--- src/rtl/muladd_pkg.sv ---
// Shared types and the shift-and-clamp helper for the multiply-accumulate engine.
package muladd_pkg;

    typedef enum logic [1:0] {
        MULADD_ADD,
        MULADD_SUB,
        MULADD_LOAD,
        MULADD_CLEAR
    } muladd_op_t;

    // Working width of sat_shift; callers sign-extend into it and truncate the result.
    localparam int unsigned SAT_CALC_W = 64;

    function automatic logic signed [SAT_CALC_W-1:0] sat_shift(
        input logic signed [SAT_CALC_W-1:0] v,
        input int unsigned                  shift,
        input int unsigned                  sat_w
    );
        logic signed [SAT_CALC_W-1:0] sh;
        logic signed [SAT_CALC_W-1:0] hi;
        logic signed [SAT_CALC_W-1:0] lo;
        logic signed [SAT_CALC_W-1:0] r;
        sh = v >>> shift;
        hi = (64'sd1 <<< (sat_w - 1)) - 64'sd1;
        lo = -(64'sd1 <<< (sat_w - 1));
        if (sh > hi) begin
            r = hi;
        end else if (sh < lo) begin
            r = lo;
        end else begin
            r = sh;
        end
        return r;
    endfunction

endpackage

--- src/rtl/muladd_mult.sv ---
// Registered signed multiplier forming the stage-1 product; the register loads only when ce_i is high.
module muladd_mult #(
    parameter int unsigned A_W = 16,
    parameter int unsigned B_W = 16
) (
    input  logic                     clk_i,
    input  logic                     ce_i,
    input  logic signed [A_W-1:0]    a_i,
    input  logic signed [B_W-1:0]    b_i,
    output logic signed [A_W+B_W-1:0] p_o
);

    localparam int unsigned PW = A_W + B_W;

`ifdef MULADD_ICE40
    logic [15:0] a16;
    logic [15:0] b16;
    logic [31:0] o32;

    assign a16 = 16'(a_i);
    assign b16 = 16'(b_i);

    SB_MAC16 #(
        .A_SIGNED                 (1'b1),
        .B_SIGNED                 (1'b1),
        .PIPELINE_16x16_MULT_REG2 (1'b1),
        .TOPOUTPUT_SELECT         (2'b11),
        .BOTOUTPUT_SELECT         (2'b11)
    ) u_mac (
        .CLK        (clk_i),
        .CE         (ce_i),
        .C          (16'h0000),
        .A          (a16),
        .B          (b16),
        .D          (16'h0000),
        .AHOLD      (1'b0),
        .BHOLD      (1'b0),
        .CHOLD      (1'b0),
        .DHOLD      (1'b0),
        .IRSTTOP    (1'b0),
        .IRSTBOT    (1'b0),
        .ORSTTOP    (1'b0),
        .ORSTBOT    (1'b0),
        .OLOADTOP   (1'b0),
        .OLOADBOT   (1'b0),
        .ADDSUBTOP  (1'b0),
        .ADDSUBBOT  (1'b0),
        .OHOLDTOP   (1'b0),
        .OHOLDBOT   (1'b0),
        .CI         (1'b0),
        .ACCUMCI    (1'b0),
        .SIGNEXTIN  (1'b0),
        .O          (o32),
        .CO         (),
        .ACCUMCO    (),
        .SIGNEXTOUT ()
    );

    assign p_o = o32[PW-1:0];
`else
    always_ff @(posedge clk_i) begin
        if (ce_i) begin
            p_o <= PW'(a_i) * PW'(b_i);
        end
    end
`endif

endmodule

--- src/rtl/muladd_acc.sv ---
// Multi-channel signed multiply-accumulate: stage 1 registers the op and product,
// stage 2 updates the channel accumulator and the output register in one edge.
module muladd_acc
    import muladd_pkg::*;
#(
    parameter int unsigned CHANNELS = 4,
    parameter int unsigned A_W      = 16,
    parameter int unsigned B_W      = 16,
    parameter int unsigned ACC_W    = 32,
    parameter int unsigned SAT_W    = 16,
    parameter int unsigned SHIFT    = 15,
    localparam int unsigned CH_W    = (CHANNELS > 1) ? $clog2(CHANNELS) : 1
) (
    input  logic                    clk,
    input  logic                    rst,
    input  logic                    in_valid,
    output logic                    in_ready,
    input  logic [CH_W-1:0]         in_ch,
    input  muladd_op_t              in_op,
    input  logic signed [A_W-1:0]   a,
    input  logic signed [B_W-1:0]   b,
    input  logic signed [ACC_W-1:0] c,
    output logic                    out_valid,
    input  logic                    out_ready,
    output logic [CH_W-1:0]         out_ch,
    output logic [ACC_W-1:0]        out_acc,
    output logic [SAT_W-1:0]        out_sat,
    output logic                    out_ovf
);

    localparam int unsigned PW = A_W + B_W;
    localparam int unsigned XW = ACC_W + 1;
    localparam logic [CH_W:0] CH_LIM = (CH_W+1)'(CHANNELS);

    logic                    s1_valid_q;
    logic [CH_W-1:0]         s1_ch_q;
    muladd_op_t              s1_op_q;
    logic signed [ACC_W-1:0] s1_c_q;
    logic signed [PW-1:0]    s1_p;

    logic signed [ACC_W-1:0] acc_q [CHANNELS];

    logic                    out_valid_q;
    logic [CH_W-1:0]         out_ch_q;
    logic [ACC_W-1:0]        out_acc_q;
    logic [SAT_W-1:0]        out_sat_q;
    logic                    out_ovf_q;

    logic                    accept;
    logic                    advance;
    logic                    ch_ok;
    logic signed [ACC_W-1:0] cur;
    logic signed [XW-1:0]    exact;
    logic signed [ACC_W-1:0] acc_d;
    logic                    ovf_d;
    logic [SAT_W-1:0]        sat_d;

    assign advance  = s1_valid_q && (!out_valid_q || out_ready);
    assign in_ready = !s1_valid_q || advance;
    assign accept   = in_valid && in_ready;

    muladd_mult #(
        .A_W (A_W),
        .B_W (B_W)
    ) u_mult (
        .clk_i (clk),
        .ce_i  (accept),
        .a_i   (a),
        .b_i   (b),
        .p_o   (s1_p)
    );

    always_ff @(posedge clk) begin
        if (rst) begin
            s1_valid_q <= 1'b0;
            s1_ch_q    <= '0;
            s1_op_q    <= MULADD_ADD;
            s1_c_q     <= '0;
        end else if (accept) begin
            s1_valid_q <= 1'b1;
            s1_ch_q    <= in_ch;
            s1_op_q    <= in_op;
            s1_c_q     <= c;
        end else if (advance) begin
            s1_valid_q <= 1'b0;
        end
    end

    // Out-of-range channels compute from zero and never write the array.
    always_comb begin
        ch_ok = ({1'b0, s1_ch_q} < CH_LIM);
        cur   = '0;
        if (ch_ok) begin
            cur = acc_q[s1_ch_q];
        end
        exact = '0;
        unique case (s1_op_q)
            MULADD_ADD:   exact = XW'(cur) + XW'(s1_p);
            MULADD_SUB:   exact = XW'(cur) - XW'(s1_p);
            MULADD_LOAD:  exact = XW'(s1_c_q) + XW'(s1_p);
            MULADD_CLEAR: exact = '0;
            default:      exact = '0;
        endcase
        acc_d = exact[ACC_W-1:0];
        ovf_d = (s1_op_q != MULADD_CLEAR) && (exact[ACC_W] != exact[ACC_W-1]);
        sat_d = SAT_W'(sat_shift(SAT_CALC_W'(acc_d), SHIFT, SAT_W));
    end

    always_ff @(posedge clk) begin
        if (rst) begin
            for (int unsigned i = 0; i < CHANNELS; i++) begin
                acc_q[i] <= '0;
            end
        end else if (advance && ch_ok) begin
            acc_q[s1_ch_q] <= acc_d;
        end
    end

    always_ff @(posedge clk) begin
        if (rst) begin
            out_valid_q <= 1'b0;
            out_ch_q    <= '0;
            out_acc_q   <= '0;
            out_sat_q   <= '0;
            out_ovf_q   <= 1'b0;
        end else if (advance) begin
            out_valid_q <= 1'b1;
            out_ch_q    <= s1_ch_q;
            out_acc_q   <= acc_d;
            out_sat_q   <= sat_d;
            out_ovf_q   <= ovf_d;
        end else if (out_ready) begin
            out_valid_q <= 1'b0;
        end
    end

    assign out_valid = out_valid_q;
    assign out_ch    = out_ch_q;
    assign out_acc   = out_acc_q;
    assign out_sat   = out_sat_q;
    assign out_ovf   = out_ovf_q;

endmodule

--- config.mk ---
export PLATFORM = sky130hd
export DESIGN_NAME = muladd_acc
export DESIGN_NICKNAME = d
export VERILOG_FILES = /design/src/rtl/muladd_pkg.sv /design/src/rtl/muladd_mult.sv /design/src/rtl/muladd_acc.sv
export SDC_FILE = /design/constraint.sdc
export NUM_CORES = 1
export LEC_CHECK = 0
export ABC_AREA = 1
export ABC_CLOCK_PERIOD_IN_PS = 20600
export CORE_MARGIN = 5
export CORE_UTILIZATION = 55
export DETAILED_ROUTE_END_ITERATION = 8
export GPL_TIMING_DRIVEN = 0
export PLACE_DENSITY = 0.8
export SLEW_MARGIN = 10
export SYNTH_ARGS = -nofsm -noshare
export SYNTH_HDL_FRONTEND = slang
export SYNTH_SLANG_ARGS = --single-unit
--- constraint.sdc ---
create_clock -name clk -period 20.6 [get_ports clk]
set_clock_uncertainty 0.15 [all_clocks]
set_input_delay 4.12 -clock clk [delete_from_list [all_inputs] [get_ports clk]]
set_output_delay 4.12 -clock clk [all_outputs]
set_load 0.05 [all_outputs]
Word-level counts from Yosys, hierarchy flattened
Memory sizes are Yosys's and may differ from the RTL's. A register that Yosys moved wholly into a read port is not among the register bits. Index checks and enable logic that the tools add are counted.

$add $sub $neg: 3. Multipliers: 1. Divide/modulo/power cells: 0. $lt $le $gt $ge: 2. Equal/unequal tests: 5. Shifts and indexed selects: 0. Mux-type cells: 17. Bitwise operators: 0. Reductions and logical operators: 11.

Operators by type and width (number): one-hot mux 33 bit (4 select lines) (1); adder 32 x 32 -> 33 bit (2); subtractor 32 x 32 -> 33 bit (1); multiplier 16 x 16 -> 32 bit (1); 2-to-1 mux 16 bit (2); 2-to-1 mux 32 bit (1); OR reduction 32 bit (1); greater-than comparator 17 x 16 -> 1 bit, second input constant (1); < comparator 17 x 16 -> 1 bit, second input constant (1); 2-to-1 mux 1 bit (10); 2-to-1 mux 2 bit (3); equality test 2 bit, second input constant (2); nonzero test 2 bit (2); logical AND 1 bit (3); equality test 2 x 1 -> 1 bit, second input constant (1); logical NOT 1 bit (2); logical NOT 2 bit (1); logical OR 1 bit (2); inequality test 2 bit, second input constant (1); inequality test 1 bit (1).

Flip-flop bits (word level): 121. Latch bits: 0. Memory bits (writable): 128. Memory bits (read-only): 0. Bits of input ports: 72. Output and inout port bits: 53. Logic and storage cells: 50. Memories kept: 1.

Memory list: acc_q (depth 4, bits a word 32, read ports 1, clocked after Yosys merged registers in 1, wr ports 4, line muladd_acc.sv:41) `logic signed [ACC_W-1:0] acc_q [CHANNELS];`.

Depth between registers and ports, before layout
Depth after elaboration: 8. Depth in mapped cells: 27. Depth with buffers taken out: 25.

Hierarchy
A second synthesis with hierarchy kept.

Cell total of the unflattened synthesis: 3565. Area, all modules: 25909.8 µm².

Modules (own cells, without submodules): muladd_acc (times used 1, cells an instance 2061, area an instance 14111.0 µm², sequential area each 5665.4 µm²); muladd_mult (times used 1, cells an instance 1504, area an instance 11798.8 µm², sequential area each 960.9 µm²).

Worst setup path before layout
Ideal clock, no wire load.

Kind: input to register. Start: input b[5]. End: register u_mult.p_o[30] (data pin). Setup time: 258 ps. Arrival time: 9199 ps. Required time: 20192 ps. Path slack: 10993 ps. Stages on the path: 19. Buffers on the path: 2. Cells stage by stage: clkbuf_1 > clkbuf_1 > nand2_1 > fa_1 > inv_1 > fa_1 > inv_1 > fa_1 > fa_1 > fa_1 > fa_1 > inv_1 > ha_1 > nand2_1 > nor3_1 > nand4_1 > o221a_2 > nand2_1 > xor2_1.

Word-level cells in the longest chain between the ends: 1.

Ends and longest elaborated chain: from (decl) (line muladd_acc.sv:21) `input logic signed [B_W-1:0] b,`; multiplier 16 x 16 -> 32 bit (line muladd_mult.sv:63) `p_o <= PW'(a_i) * PW'(b_i);`; to (signal assigned) (line muladd_mult.sv:63); to (decl) (line muladd_mult.sv:10) `output logic signed [A_W+B_W-1:0] p_o`.

Every way passes these cells. A chain may end at the register's enable or synchronous reset.

Worst setup path after layout
Start: input a[15]. End: register u_mult.p_o[31] (data pin).

Word-level cells in the longest chain between the ends: 1.

Ends and longest elaborated chain: from (decl) (line muladd_acc.sv:20) `input logic signed [A_W-1:0] a,`; multiplier 16 x 16 -> 32 bit (line muladd_mult.sv:63).

Every way passes these cells.

==> results.md <==
- Critical Path Source: a[15]
- Core area: 45400 um^2
- Vias per cell: 5.27
- Worst Hold Depth: 2
- Slew @ Worst Pin: 0.858 ns
- DRC violations left: 0
- Critical path capture point type: flop
- Critical path type: input port to flop
- Area growth from synthesis to layout: 10.3%
- Hold worst-path end: out_acc[29]
- Setup TNS: 0 ns
- Period utilisation layout: 0.520
- Fin. Hold Viols: 0
- WL/cell: 17.1 um
- Outcome: complete, no violations
- Chip width: 224 um
- Crit start category: input port
- Count leader, synth: nand2_1
- Drt first-iter violations: 1746
- N_diodes: 0
- TritonCTS clock tree: built
- Number of global-route vias before repair: 21.7k
- I/O pins: 125
- Initial antenna violation count: 1
- Critical path peak fanout: 10
- Synth top area share: 0.210
- Worst Hold Margin: 0.302 ns
- Max-cap check violation count: 0
- Yosys reg bits: 251
- GP Congestion: 0.979
- ANT nets after route: 0
- Die height: 224 um
- Layout cells sized above 1: 0.0355
- Max Slew Vio Count: 0
- Synthesized net count: 3862
- Relative slew slack: 0.426
- Commonest cells in the netlist: 968 x nand2_1, 735 x inv_1, 329 x nor2_1
- Seq/Total Area, Yosys: 0.263
- # H-tree levels: 1
- Largest net degree at the start of global routing: 42
- First-pass GRT wire length: 112000 um
- Reg2reg end: acc_q[2][18]
- Post-Syn Instances: 3380
- Synthesis Warnings: 0
- Synth Flop Type: edfxtp_1
- Drt pass-1 iters: 5
- Yosys cell types: 47
- R2R depth: 17
- Nets: 3990
- Total Routing Usage GR: 0.280
- Detailed Route WL: 70600 um
- Arr. time, crit path: 10.83 ns
- CTS Buffer Depth: 3
- Final min period: 10.71 ns
- Congestion Overflow GR: 0
- Post-DP HPWL: 58200 um
- Starting Density: 0.555
- Final setup violation count: 0
- Number of synthesized flops with an enable pin: 160
- Clock latency on the worst-skew pair: 0.56 ns
- Hold Path Class: flop to flop
- R2r setup slk: 16.20 ns
- Sink Count: 251
- Cts bufs inserted: 24
- Final Cell Area: 27800 um^2
- Mapped Area: 25200 um^2
- Die area: 50200 um^2
- Root buf cell: clkbuf_16
- # rows: 78
- Worst Min Path Start: out_acc[29]
- CTS resizes: 0
- Post-synth ARST share: 0
- Cts hold-fix bufs: 0
- Routed vias: 21.7k
- CTS clk-pin slew, worst paths: 0.07 ns
- Largest area contributor in the netlist: fa_1
- Cell Area, Placed: 27000 um^2
- Setup bufs post-CTS: 0
- Port bufs: 98
- Syn avg cell area: 7.46 um^2
- Synth area leaders: fa_1 21%, edfxtp_1 19%, nand2_1 14%
- CP required: 20.72 ns
- FMAX: 93.4 MHz
- RSZ-0062 raised after global routing: no
[metal layers]
| layer | GRT usage | wire length (um) | vias to the layer above |
|---|---|---|---|
| met5 | 0 | 7 | - |
| li1 | - | - | 10500 |
| met4 | 0.120 | 3420 | 2 |
| met1 | 0.352 | 27500 | 10100 |
| met3 | 0.0367 | 5690 | 192 |
| met2 | 0.487 | 34000 | 967 |
[per-stage QoR]
stage               utilization  cells  setup slack (ns)
floorplan                     -   3380             10.99
global placement          0.593   4078              9.39
detailed placement        0.596   4082              9.35
CTS                       0.613   4126              9.91
global route              0.613   4126              9.64
finish                    0.613   4126              9.89
[worst max-delay path: stages]
cell	delay, ns
clkdlybuf4s50_1	0.63
clkbuf_1	0.41
nand2_1	0.18
inv_1	0.16
fa_1	0.57
fa_1	0.89
fa_1	0.53
fa_1	0.50
fa_1	0.49
inv_1	0.05
fa_1	0.47
inv_1	0.04
ha_1	0.36
nand2_1	0.16
nor4_1	0.56
nand4_1	0.16
nand3_1	0.28
nand3_1	0.11
nand3_1	0.09
xor2_1	0.06
[worst max path at each step]
stage / endpoint / cells past startpoint
6_report: u_mult.p_o[31] / 20
5_1_grt: u_mult.p_o[31] / 20
3_3_place_gp: u_mult.p_o[31] / 20
3_5_place_dp: u_mult.p_o[31] / 20
4_1_cts: u_mult.p_o[31] / 20
2_1_floorplan: u_mult.p_o[30] / 19
[cell type report]
class                           instances  area, um^2
Timing Repair Buffer                  102        1050
Clock inverter                         13         135
Inverter                              742        2790
Clock buffer                           31         647
Sequential cell                       251        6630
Tap cell                              600         751
Multi-Input combinational cell       2268       15300
Fill cell                            4107       17600
Buffer                                119         474
[cell families after synthesis]
kind of cell,Yosys count,share of synthesized area
simple gates,1495,0.241
buf+inv,861,0.129
fa+ha+maj,410,0.282
compound gates,320,0.0695
flops,251,0.263
xor+xnor,43,0.0149
[sequential cells by signal, summed over array words and instances, names as in the netlist, named ones only]
signal      cells
s1_ch_q         2
out_acc        32
u_mult.p_o     32
s1_c_q         32
out_ovf         1
s1_op_q         2
out_ch          2
acc_q         128
s1_valid_q      1
out_sat        16
out_valid       1
[cells in the final DEF, fill, tap and decap left out, types with 27 or more instances in the layout]
cell             netlist  final
nand2_1              968    965
inv_1                735    735
nor2_1               329    329
fa_1                 264    264
edfxtp_1             160    160
o21ai_0              148    148
ha_1                 146    146
clkbuf_1             106    111
a21oi_1              104    104
clkdlybuf4s50_1        0     98
nand3_1               97     97
dfxtp_1               91     91
o22ai_1               31     31
xor2_1                27     27
Power is not shown: default switching activity piles up to over one toggle a cycle in this logic, so the estimate is an artifact.
